File: src/rtl/multicycle_ctrl_fsm_pkg.sv
// Shared types and encodings for the multicycle MIPS-subset control FSM.
package mc_ctrl_pkg;

  localparam int unsigned STATE_W  = 4;
  localparam int unsigned OPCODE_W = 6;

  typedef enum logic [STATE_W-1:0] {
    S_IDLE      = 4'd0,
    S_FETCH     = 4'd1,
    S_DECODE    = 4'd2,
    S_MEM_ADDR  = 4'd3,
    S_MEM_RD    = 4'd4,
    S_MEM_WB    = 4'd5,
    S_MEM_WR    = 4'd6,
    S_R_EXEC    = 4'd7,
    S_R_WB      = 4'd8,
    S_ADDI_EXEC = 4'd9,
    S_ADDI_WB   = 4'd10,
    S_BRANCH    = 4'd11,
    S_JUMP      = 4'd12
  } state_t;

  localparam logic [OPCODE_W-1:0] OP_RTYPE = 6'b000000;
  localparam logic [OPCODE_W-1:0] OP_LW    = 6'b001000;
  localparam logic [OPCODE_W-1:0] OP_SW    = 6'b010000;
  localparam logic [OPCODE_W-1:0] OP_ADDI  = 6'b000010;
  localparam logic [OPCODE_W-1:0] OP_BEQ   = 6'b000100;
  localparam logic [OPCODE_W-1:0] OP_J     = 6'b100000;

  localparam logic [1:0] ALUOP_ADD   = 2'b00;
  localparam logic [1:0] ALUOP_SUB   = 2'b01;
  localparam logic [1:0] ALUOP_FUNCT = 2'b10;
  localparam logic [1:0] ALUOP_ADDI  = 2'b11;

  localparam logic [1:0] SRCB_REGB    = 2'b00;
  localparam logic [1:0] SRCB_FOUR    = 2'b01;
  localparam logic [1:0] SRCB_IMM     = 2'b10;
  localparam logic [1:0] SRCB_IMM_SH2 = 2'b11;

  localparam logic [1:0] PCSRC_ALU    = 2'b00;
  localparam logic [1:0] PCSRC_ALUOUT = 2'b01;
  localparam logic [1:0] PCSRC_JUMP   = 2'b10;

  // States that hold a memory access open and are subject to the timeout
  function automatic logic is_mem_wait(state_t s);
    return (s == S_FETCH) || (s == S_MEM_RD) || (s == S_MEM_WR);
  endfunction

endpackage

File: src/rtl/multicycle_ctrl_fsm_if.sv
// Control bundle between the FSM (master) and the datapath/memory (slave).
interface multicycle_ctrl_fsm_if;
  import mc_ctrl_pkg::*;

  logic [OPCODE_W-1:0] opcode;
  logic                zero;
  logic                mem_ready;

  logic                pc_write;
  logic                pc_write_cond;
  logic                i_or_d;
  logic                mem_read;
  logic                mem_write;
  logic                ir_write;
  logic                mem_to_reg;
  logic                reg_dst;
  logic                reg_write;
  logic                alu_src_a;
  logic [1:0]          alu_src_b;
  logic [1:0]          alu_op;
  logic [1:0]          pc_source;
  logic                instr_done;
  logic                illegal_op;
  logic                mem_err;
  logic [STATE_W-1:0]  state_dbg;

  modport master (
    input  opcode, zero, mem_ready,
    output pc_write, pc_write_cond, i_or_d, mem_read, mem_write, ir_write,
           mem_to_reg, reg_dst, reg_write, alu_src_a, alu_src_b, alu_op,
           pc_source, instr_done, illegal_op, mem_err, state_dbg
  );

  modport slave (
    output opcode, zero, mem_ready,
    input  pc_write, pc_write_cond, i_or_d, mem_read, mem_write, ir_write,
           mem_to_reg, reg_dst, reg_write, alu_src_a, alu_src_b, alu_op,
           pc_source, instr_done, illegal_op, mem_err, state_dbg
  );

endinterface

File: src/rtl/multicycle_ctrl_fsm_mem_wait_timer.sv
// Counts stalled cycles of a memory access and flags the abort cycle.
module mem_wait_timer #(
  parameter int unsigned MEM_TIMEOUT = 16,
  parameter int unsigned CNT_W       = 5
) (
  input  logic clk,
  input  logic rst_n,
  input  logic clear_i,
  input  logic cnt_en_i,
  input  logic ready_i,
  output logic timeout_c
);

  localparam logic [CNT_W-1:0] LAST = CNT_W'(MEM_TIMEOUT - 1);

  logic [CNT_W-1:0] cnt_q, cnt_d;

  // Wait counter register
  always_ff @(posedge clk or negedge rst_n) begin
    if (!rst_n) cnt_q <= '0;
    else        cnt_q <= cnt_d;
  end

  // Clear wins over counting; count only stalled cycles
  always_comb begin
    cnt_d = cnt_q;
    if (clear_i)                  cnt_d = '0;
    else if (cnt_en_i && !ready_i) cnt_d = cnt_q + CNT_W'(1);
  end

  // A late ready on the last allowed cycle still completes the access
  assign timeout_c = cnt_en_i && !ready_i && (cnt_q == LAST);

endmodule

File: src/rtl/multicycle_ctrl_fsm.sv
// Multicycle MIPS-subset main control FSM: sequences fetch/decode/execute/
// memory/writeback and drives all datapath selects and write enables.
module multicycle_ctrl_fsm
  import mc_ctrl_pkg::*;
#(
  parameter int unsigned MEM_TIMEOUT = 16,
  parameter int unsigned CNT_W       = 5
) (
  input logic                  clk,
  input logic                  rst_n,
  multicycle_ctrl_fsm_if.master bus
);

  state_t state_q, state_d;

  logic       timeout_c;
  logic       wait_clear_c;
  logic       wait_en_c;

  logic       pc_write_c, pc_write_cond_c, i_or_d_c, mem_read_c, mem_write_c;
  logic       ir_write_c, mem_to_reg_c, reg_dst_c, reg_write_c, alu_src_a_c;
  logic [1:0] alu_src_b_c, alu_op_c, pc_source_c;
  logic       instr_done_c, illegal_op_c, mem_err_c;

  // The zero flag only gates the PC outside this block
  logic unused_zero;
  assign unused_zero = bus.zero;

  // State register
  always_ff @(posedge clk or negedge rst_n) begin
    if (!rst_n) state_q <= S_IDLE;
    else        state_q <= state_d;
  end

  // Memory wait timer restarts on every state change and after each abort
  assign wait_en_c    = is_mem_wait(state_q);
  assign wait_clear_c = (state_d != state_q) || timeout_c;

  mem_wait_timer #(
    .MEM_TIMEOUT (MEM_TIMEOUT),
    .CNT_W       (CNT_W)
  ) u_wait_timer (
    .clk       (clk),
    .rst_n     (rst_n),
    .clear_i   (wait_clear_c),
    .cnt_en_i  (wait_en_c),
    .ready_i   (bus.mem_ready),
    .timeout_c (timeout_c)
  );

  // Next-state and control decode
  always_comb begin
    state_d         = state_q;
    pc_write_c      = 1'b0;
    pc_write_cond_c = 1'b0;
    i_or_d_c        = 1'b0;
    mem_read_c      = 1'b0;
    mem_write_c     = 1'b0;
    ir_write_c      = 1'b0;
    mem_to_reg_c    = 1'b0;
    reg_dst_c       = 1'b0;
    reg_write_c     = 1'b0;
    alu_src_a_c     = 1'b0;
    alu_src_b_c     = SRCB_REGB;
    alu_op_c        = ALUOP_ADD;
    pc_source_c     = PCSRC_ALU;
    instr_done_c    = 1'b0;
    illegal_op_c    = 1'b0;
    mem_err_c       = 1'b0;

    case (state_q)
      S_IDLE: state_d = S_FETCH;

      S_FETCH: begin
        mem_read_c  = 1'b1;
        alu_src_b_c = SRCB_FOUR;
        ir_write_c  = bus.mem_ready;
        pc_write_c  = bus.mem_ready;
        if (bus.mem_ready) begin
          state_d = S_DECODE;
        end else if (timeout_c) begin
          mem_err_c = 1'b1;
          state_d   = S_FETCH;
        end
      end

      S_DECODE: begin
        alu_src_b_c = SRCB_IMM_SH2;
        case (bus.opcode)
          OP_LW, OP_SW: state_d = S_MEM_ADDR;
          OP_RTYPE:     state_d = S_R_EXEC;
          OP_ADDI:      state_d = S_ADDI_EXEC;
          OP_BEQ:       state_d = S_BRANCH;
          OP_J:         state_d = S_JUMP;
          default: begin
            illegal_op_c = 1'b1;
            state_d      = S_FETCH;
          end
        endcase
      end

      S_MEM_ADDR: begin
        alu_src_a_c = 1'b1;
        alu_src_b_c = SRCB_IMM;
        state_d     = (bus.opcode == OP_LW) ? S_MEM_RD : S_MEM_WR;
      end

      S_MEM_RD: begin
        mem_read_c = 1'b1;
        i_or_d_c   = 1'b1;
        if (bus.mem_ready) begin
          state_d = S_MEM_WB;
        end else if (timeout_c) begin
          mem_err_c = 1'b1;
          state_d   = S_FETCH;
        end
      end

      S_MEM_WB: begin
        reg_write_c  = 1'b1;
        mem_to_reg_c = 1'b1;
        instr_done_c = 1'b1;
        state_d      = S_FETCH;
      end

      S_MEM_WR: begin
        mem_write_c = 1'b1;
        i_or_d_c    = 1'b1;
        if (bus.mem_ready) begin
          instr_done_c = 1'b1;
          state_d      = S_FETCH;
        end else if (timeout_c) begin
          mem_err_c = 1'b1;
          state_d   = S_FETCH;
        end
      end

      S_R_EXEC: begin
        alu_src_a_c = 1'b1;
        alu_src_b_c = SRCB_REGB;
        alu_op_c    = ALUOP_FUNCT;
        state_d     = S_R_WB;
      end

      S_R_WB: begin
        reg_write_c  = 1'b1;
        reg_dst_c    = 1'b1;
        instr_done_c = 1'b1;
        state_d      = S_FETCH;
      end

      S_ADDI_EXEC: begin
        alu_src_a_c = 1'b1;
        alu_src_b_c = SRCB_IMM;
        alu_op_c    = ALUOP_ADDI;
        state_d     = S_ADDI_WB;
      end

      S_ADDI_WB: begin
        reg_write_c  = 1'b1;
        instr_done_c = 1'b1;
        state_d      = S_FETCH;
      end

      S_BRANCH: begin
        alu_src_a_c     = 1'b1;
        alu_src_b_c     = SRCB_REGB;
        alu_op_c        = ALUOP_SUB;
        pc_write_cond_c = 1'b1;
        pc_source_c     = PCSRC_ALUOUT;
        instr_done_c    = 1'b1;
        state_d         = S_FETCH;
      end

      S_JUMP: begin
        pc_write_c   = 1'b1;
        pc_source_c  = PCSRC_JUMP;
        instr_done_c = 1'b1;
        state_d      = S_FETCH;
      end

      default: state_d = S_IDLE;
    endcase
  end

  // Drive the control bundle
  assign bus.pc_write      = pc_write_c;
  assign bus.pc_write_cond = pc_write_cond_c;
  assign bus.i_or_d        = i_or_d_c;
  assign bus.mem_read      = mem_read_c;
  assign bus.mem_write     = mem_write_c;
  assign bus.ir_write      = ir_write_c;
  assign bus.mem_to_reg    = mem_to_reg_c;
  assign bus.reg_dst       = reg_dst_c;
  assign bus.reg_write     = reg_write_c;
  assign bus.alu_src_a     = alu_src_a_c;
  assign bus.alu_src_b     = alu_src_b_c;
  assign bus.alu_op        = alu_op_c;
  assign bus.pc_source     = pc_source_c;
  assign bus.instr_done    = instr_done_c;
  assign bus.illegal_op    = illegal_op_c;
  assign bus.mem_err       = mem_err_c;
  assign bus.state_dbg     = state_q;

endmodule

File: src/flat_wrapper.sv
// flat-port wrapper written by rule: the top's interface ports become plain ports
module multicycle_ctrl_fsm_flat import mc_ctrl_pkg::*;
#(
  parameter int unsigned MEM_TIMEOUT = 16,
  parameter int unsigned CNT_W       = 5
)
  (clk, rst_n, bus_opcode, bus_zero, bus_mem_ready, bus_pc_write, bus_pc_write_cond, bus_i_or_d, bus_mem_read, bus_mem_write, bus_ir_write, bus_mem_to_reg, bus_reg_dst, bus_reg_write, bus_alu_src_a, bus_alu_src_b, bus_alu_op, bus_pc_source, bus_instr_done, bus_illegal_op, bus_mem_err, bus_state_dbg);
  multicycle_ctrl_fsm_if bus_i ();
  input logic clk;
  input logic rst_n;
  input wire logic [$bits(bus_i.opcode)-1:0] bus_opcode;
  input wire logic [$bits(bus_i.zero)-1:0] bus_zero;
  input wire logic [$bits(bus_i.mem_ready)-1:0] bus_mem_ready;
  output wire logic [$bits(bus_i.pc_write)-1:0] bus_pc_write;
  output wire logic [$bits(bus_i.pc_write_cond)-1:0] bus_pc_write_cond;
  output wire logic [$bits(bus_i.i_or_d)-1:0] bus_i_or_d;
  output wire logic [$bits(bus_i.mem_read)-1:0] bus_mem_read;
  output wire logic [$bits(bus_i.mem_write)-1:0] bus_mem_write;
  output wire logic [$bits(bus_i.ir_write)-1:0] bus_ir_write;
  output wire logic [$bits(bus_i.mem_to_reg)-1:0] bus_mem_to_reg;
  output wire logic [$bits(bus_i.reg_dst)-1:0] bus_reg_dst;
  output wire logic [$bits(bus_i.reg_write)-1:0] bus_reg_write;
  output wire logic [$bits(bus_i.alu_src_a)-1:0] bus_alu_src_a;
  output wire logic [$bits(bus_i.alu_src_b)-1:0] bus_alu_src_b;
  output wire logic [$bits(bus_i.alu_op)-1:0] bus_alu_op;
  output wire logic [$bits(bus_i.pc_source)-1:0] bus_pc_source;
  output wire logic [$bits(bus_i.instr_done)-1:0] bus_instr_done;
  output wire logic [$bits(bus_i.illegal_op)-1:0] bus_illegal_op;
  output wire logic [$bits(bus_i.mem_err)-1:0] bus_mem_err;
  output wire logic [$bits(bus_i.state_dbg)-1:0] bus_state_dbg;
  assign bus_i.opcode = bus_opcode;
  assign bus_i.zero = bus_zero;
  assign bus_i.mem_ready = bus_mem_ready;
  assign bus_pc_write = bus_i.pc_write;
  assign bus_pc_write_cond = bus_i.pc_write_cond;
  assign bus_i_or_d = bus_i.i_or_d;
  assign bus_mem_read = bus_i.mem_read;
  assign bus_mem_write = bus_i.mem_write;
  assign bus_ir_write = bus_i.ir_write;
  assign bus_mem_to_reg = bus_i.mem_to_reg;
  assign bus_reg_dst = bus_i.reg_dst;
  assign bus_reg_write = bus_i.reg_write;
  assign bus_alu_src_a = bus_i.alu_src_a;
  assign bus_alu_src_b = bus_i.alu_src_b;
  assign bus_alu_op = bus_i.alu_op;
  assign bus_pc_source = bus_i.pc_source;
  assign bus_instr_done = bus_i.instr_done;
  assign bus_illegal_op = bus_i.illegal_op;
  assign bus_mem_err = bus_i.mem_err;
  assign bus_state_dbg = bus_i.state_dbg;
  multicycle_ctrl_fsm #(.MEM_TIMEOUT(MEM_TIMEOUT), .CNT_W(CNT_W)) u_core (.clk(clk), .rst_n(rst_n), .bus(bus_i));
endmodule
File: config.mk
export PLATFORM = sky130hd
export DESIGN_NAME = multicycle_ctrl_fsm_flat
export DESIGN_NICKNAME = d
export VERILOG_FILES = /design/src/rtl/multicycle_ctrl_fsm_pkg.sv /design/src/rtl/multicycle_ctrl_fsm_if.sv /design/src/rtl/multicycle_ctrl_fsm_mem_wait_timer.sv /design/src/rtl/multicycle_ctrl_fsm.sv /design/src/flat_wrapper.sv
export SDC_FILE = /design/constraint.sdc
export NUM_CORES = 1
export LEC_CHECK = 0
export ABC_AREA = 1
export CAP_MARGIN = 20
export CORE_ASPECT_RATIO = 0.6
export CORE_MARGIN = 2
export CORE_UTILIZATION = 29
export CTS_BUF_LIST = sky130_fd_sc_hd__clkbuf_4 sky130_fd_sc_hd__clkbuf_8
export DETAILED_ROUTE_END_ITERATION = 8
export GPL_ROUTABILITY_DRIVEN = 0
export PLACE_DENSITY_LB_ADDON = 0.08
export SLEW_MARGIN = 40
export SYNTH_ARGS = -nofsm -noshare
export SYNTH_HDL_FRONTEND = slang
export SYNTH_SLANG_ARGS = --single-unit
File: constraint.sdc
create_clock -name clk -period 3.1 [get_ports clk]
set_clock_uncertainty 0.15 [all_clocks]
set_input_delay 0.93 -clock clk [delete_from_list [all_inputs] [get_ports clk]]
set_output_delay 0.93 -clock clk [all_outputs]
set_load 0.01 [all_outputs]
==> impl_results.md <==
* Status: completed
* Post-synth EDFFs at 0
* Share of the core filled with cells at 0.481
* Setup slack, reg-to-reg at 1.05 ns
* Worst EP arrival at 1.89 ns
* Fill cell count at 321
* Final net count at 209
* FP Rows at 15
* Largest net degree at the start of global routing at 10
* CP endpoint kind: primary output
* Area occupied by multi-input gates at 559 um^2
* Yosys reg bits at 9
* Die footprint at 0.00358 mm^2
* Sequential area share after synthesis at 0.250
* Async S/R FF share, synth at 1.00
* First-pass GRT wire length at 4330 um
* IO Pins at 33
* RSZ-0062 raised after global routing: false
* H-tree depth at 1
* Detailed placement HPWL at 2150 um
* Reg2reg path depth at 13
* WHS at 0.309 ns
* Worst ir drop on vdd at 0.291 mV
* Vias/cell at 4.55
* Top post-synthesis cells by area: dfrtp_1, nand2_1, nor2_1
* Max Transition Viols Final at 0
* Setup-failing EPs final at 0
* Worst setup startpoint: bus_opcode[1]
* Core Footprint at 0.00291 mm^2
* Vias in the first global route at 967
* Leak pwr at 0.787 nW
* Buffers added on ports at 31
* YS warnings at 0
* Initial antenna violation count at 0
* DRC viols at 0
* ANT cells at 0
* Post-synth top cells: nand2_1, nor2_1, inv_1
* Count leader, synth: nand2_1
* F_max at 337 MHz
* Top cell type's share of synthesized area at 0.250
* Worst-Margin Slew at 0.406 ns
* CP startpoint kind: primary input
* Worst flop-to-flop path endpoint: u_core.u_wait_timer.cnt_q[4]
* Die height at 47.1 um
* Max Cap Viol at 0
* Mapped Cells at 150
* CTS Buf Count at 3
* Synth area leader: dfrtp_1
* Fin crit period at 2.97 ns
* Worst R2R Start: u_core.u_wait_timer.cnt_q[0]
* CTS hold repair buffers at 0
* Final worst-path cycle share at 0.957
* Synth cell types at 25
* Gr usage total at 0.156
* Top_reg_cell synth: dfrtp_1
* Setup CP Type: primary input to primary output
* Worst-path clk slew at 0.05 ns
* Worst-path fanout max at 7
* Post-DRT Antenna Nets at 0
* Hold EP: u_core.u_wait_timer.cnt_q[0]
* Gr ovfl total at 0
* DR vias at 1084
* Worst Path Required at 2.02 ns
* 1st-pass router iterations at 4
* Clock Sinks at 9
* Post-Route WL at 2550 um
* Layout cell share with drive strength beyond 1 at 0.224
* P&R area growth vs syn at 55.6%
* Die Wd at 75.9 um
* Average routed wire per standard cell at 10.7 um
* TritonCTS clock tree: done
* Hold Violations, Final at 0
* Hold_sp: u_core.u_wait_timer.cnt_q[0]
* Synthesized area per cell at 6.00 um^2
* Pwr/cell area at 745 mW/mm^2
* Longest Clk Path Bufs at 2
* Cells on Worst Hold Path at 1
* Sequential Area at 226 um^2
* Worst slew margin at 0.729
* Worst hold path type: flip-flop to flip-flop
* Clock Root Buffer: clkbuf_8
* Synthesized area at 900 um^2
* Worst skew pair latency at 0.23 ns
* DR iter-0 viols at 55
* Net count after synthesis at 162
* Initial Util at 0.309
[logic make-up (layout without fill, tap and decap cells)]
family	count (synthesis)	in the layout	share of synthesized area
buffers and inverters	33	79	0.150
adder cells (fa/ha/maj)	2	2	0.0278
AND/OR/NAND/NOR	94	94	0.480
AO/OA/AOI/OAI	10	10	0.0723
flip-flops	9	9	0.250
XOR/XNOR	2	2	0.0195
[how the worst max path moves through the flow]
stage / to / slack (ns) / cells past startpoint
2_1_floorplan: bus_illegal_op / 0.46 / 4
3_3_place_gp: bus_illegal_op / -0.53 / 6
3_5_place_dp: bus_illegal_op / -0.54 / 6
4_1_cts: bus_illegal_op / -0.08 / 7
5_1_grt: bus_illegal_op / 0.03 / 6
6_report: bus_illegal_op / 0.13 / 6
[placed cells by master, fill, tap and decap left out, types with 2 or more instances in the layout]
| cell | count |
|---|---|
| a21oi_1 | 3 |
| buf_4 | 13 |
| clkbuf_8 | 3 |
| clkdlybuf4s50_1 | 21 |
| dfrtp_1 | 8 |
| dlygate4sd2_1 | 5 |
| dlymetal6s2s_1 | 3 |
| inv_1 | 27 |
| inv_2 | 4 |
| nand2_1 | 32 |
| nand2_2 | 3 |
| nand3_1 | 17 |
| nand3_2 | 2 |
| nor2_1 | 26 |
| nor2_2 | 9 |
| nor2_4 | 3 |
[report_power, final]
part           internal [W]  switching [W]
sequential         0.000149      0.0000400
combinational      0.000310       0.000410
clock             0.0000876      0.0000462
[layer usage]
layer  wire length [um]  part of all wire  GRT usage
met3                214             0.084     0.0462
met1               1300              0.51      0.224
met4                  0                 0     0.0109
met5                  0                 0          0
met2               1040              0.41      0.245
[per-stage QoR]
stage	setup slack, ns	instance area, um^2	std cells	TNS (ns)	power, W
after floorplan	0.456	900	150	0	0.000608
after global placement	-0.532	1340	234	-1.59	0.000911
after detailed placement	-0.539	1340	234	-1.50	0.000911
after CTS	-0.0756	1390	238	-0.0756	0.00105
after global routing	0.0347	1400	238	0	0.00114
final	0.133	1400	238	0	0.00104
[worst max-delay path, cell delays in order]
cell and delay [ns]:
dlygate4sd2_1 0.26, nor2_4 0.08, nand3_1 0.11, nand3_1 0.10
a311oi_1 0.24, buf_2 0.17
[what timing repair did]
item                       CTS  global route
setup endpoints to repair    5             5
pin swaps                    0             1
setup buffers                0             0
resized for setup           15             8
[registers in the layout, summed over array words and instances (netlist names)]
signal and count:
u_core.u_wait_timer.cnt_q 5, u_core.bus.state_dbg 4
[area by class of cell]
class | count | area share
Inverter | 31 | 0.0831
Sequential cell | 9 | 0.162
Clock buffer | 3 | 0.0295
Multi-Input combinational cell | 108 | 0.399
Clock inverter | 1 | 0.00357
Tap cell | 42 | 0.0375
Timing Repair Buffer | 44 | 0.285
No activity file was read; power rests on OpenSTA's default activity.
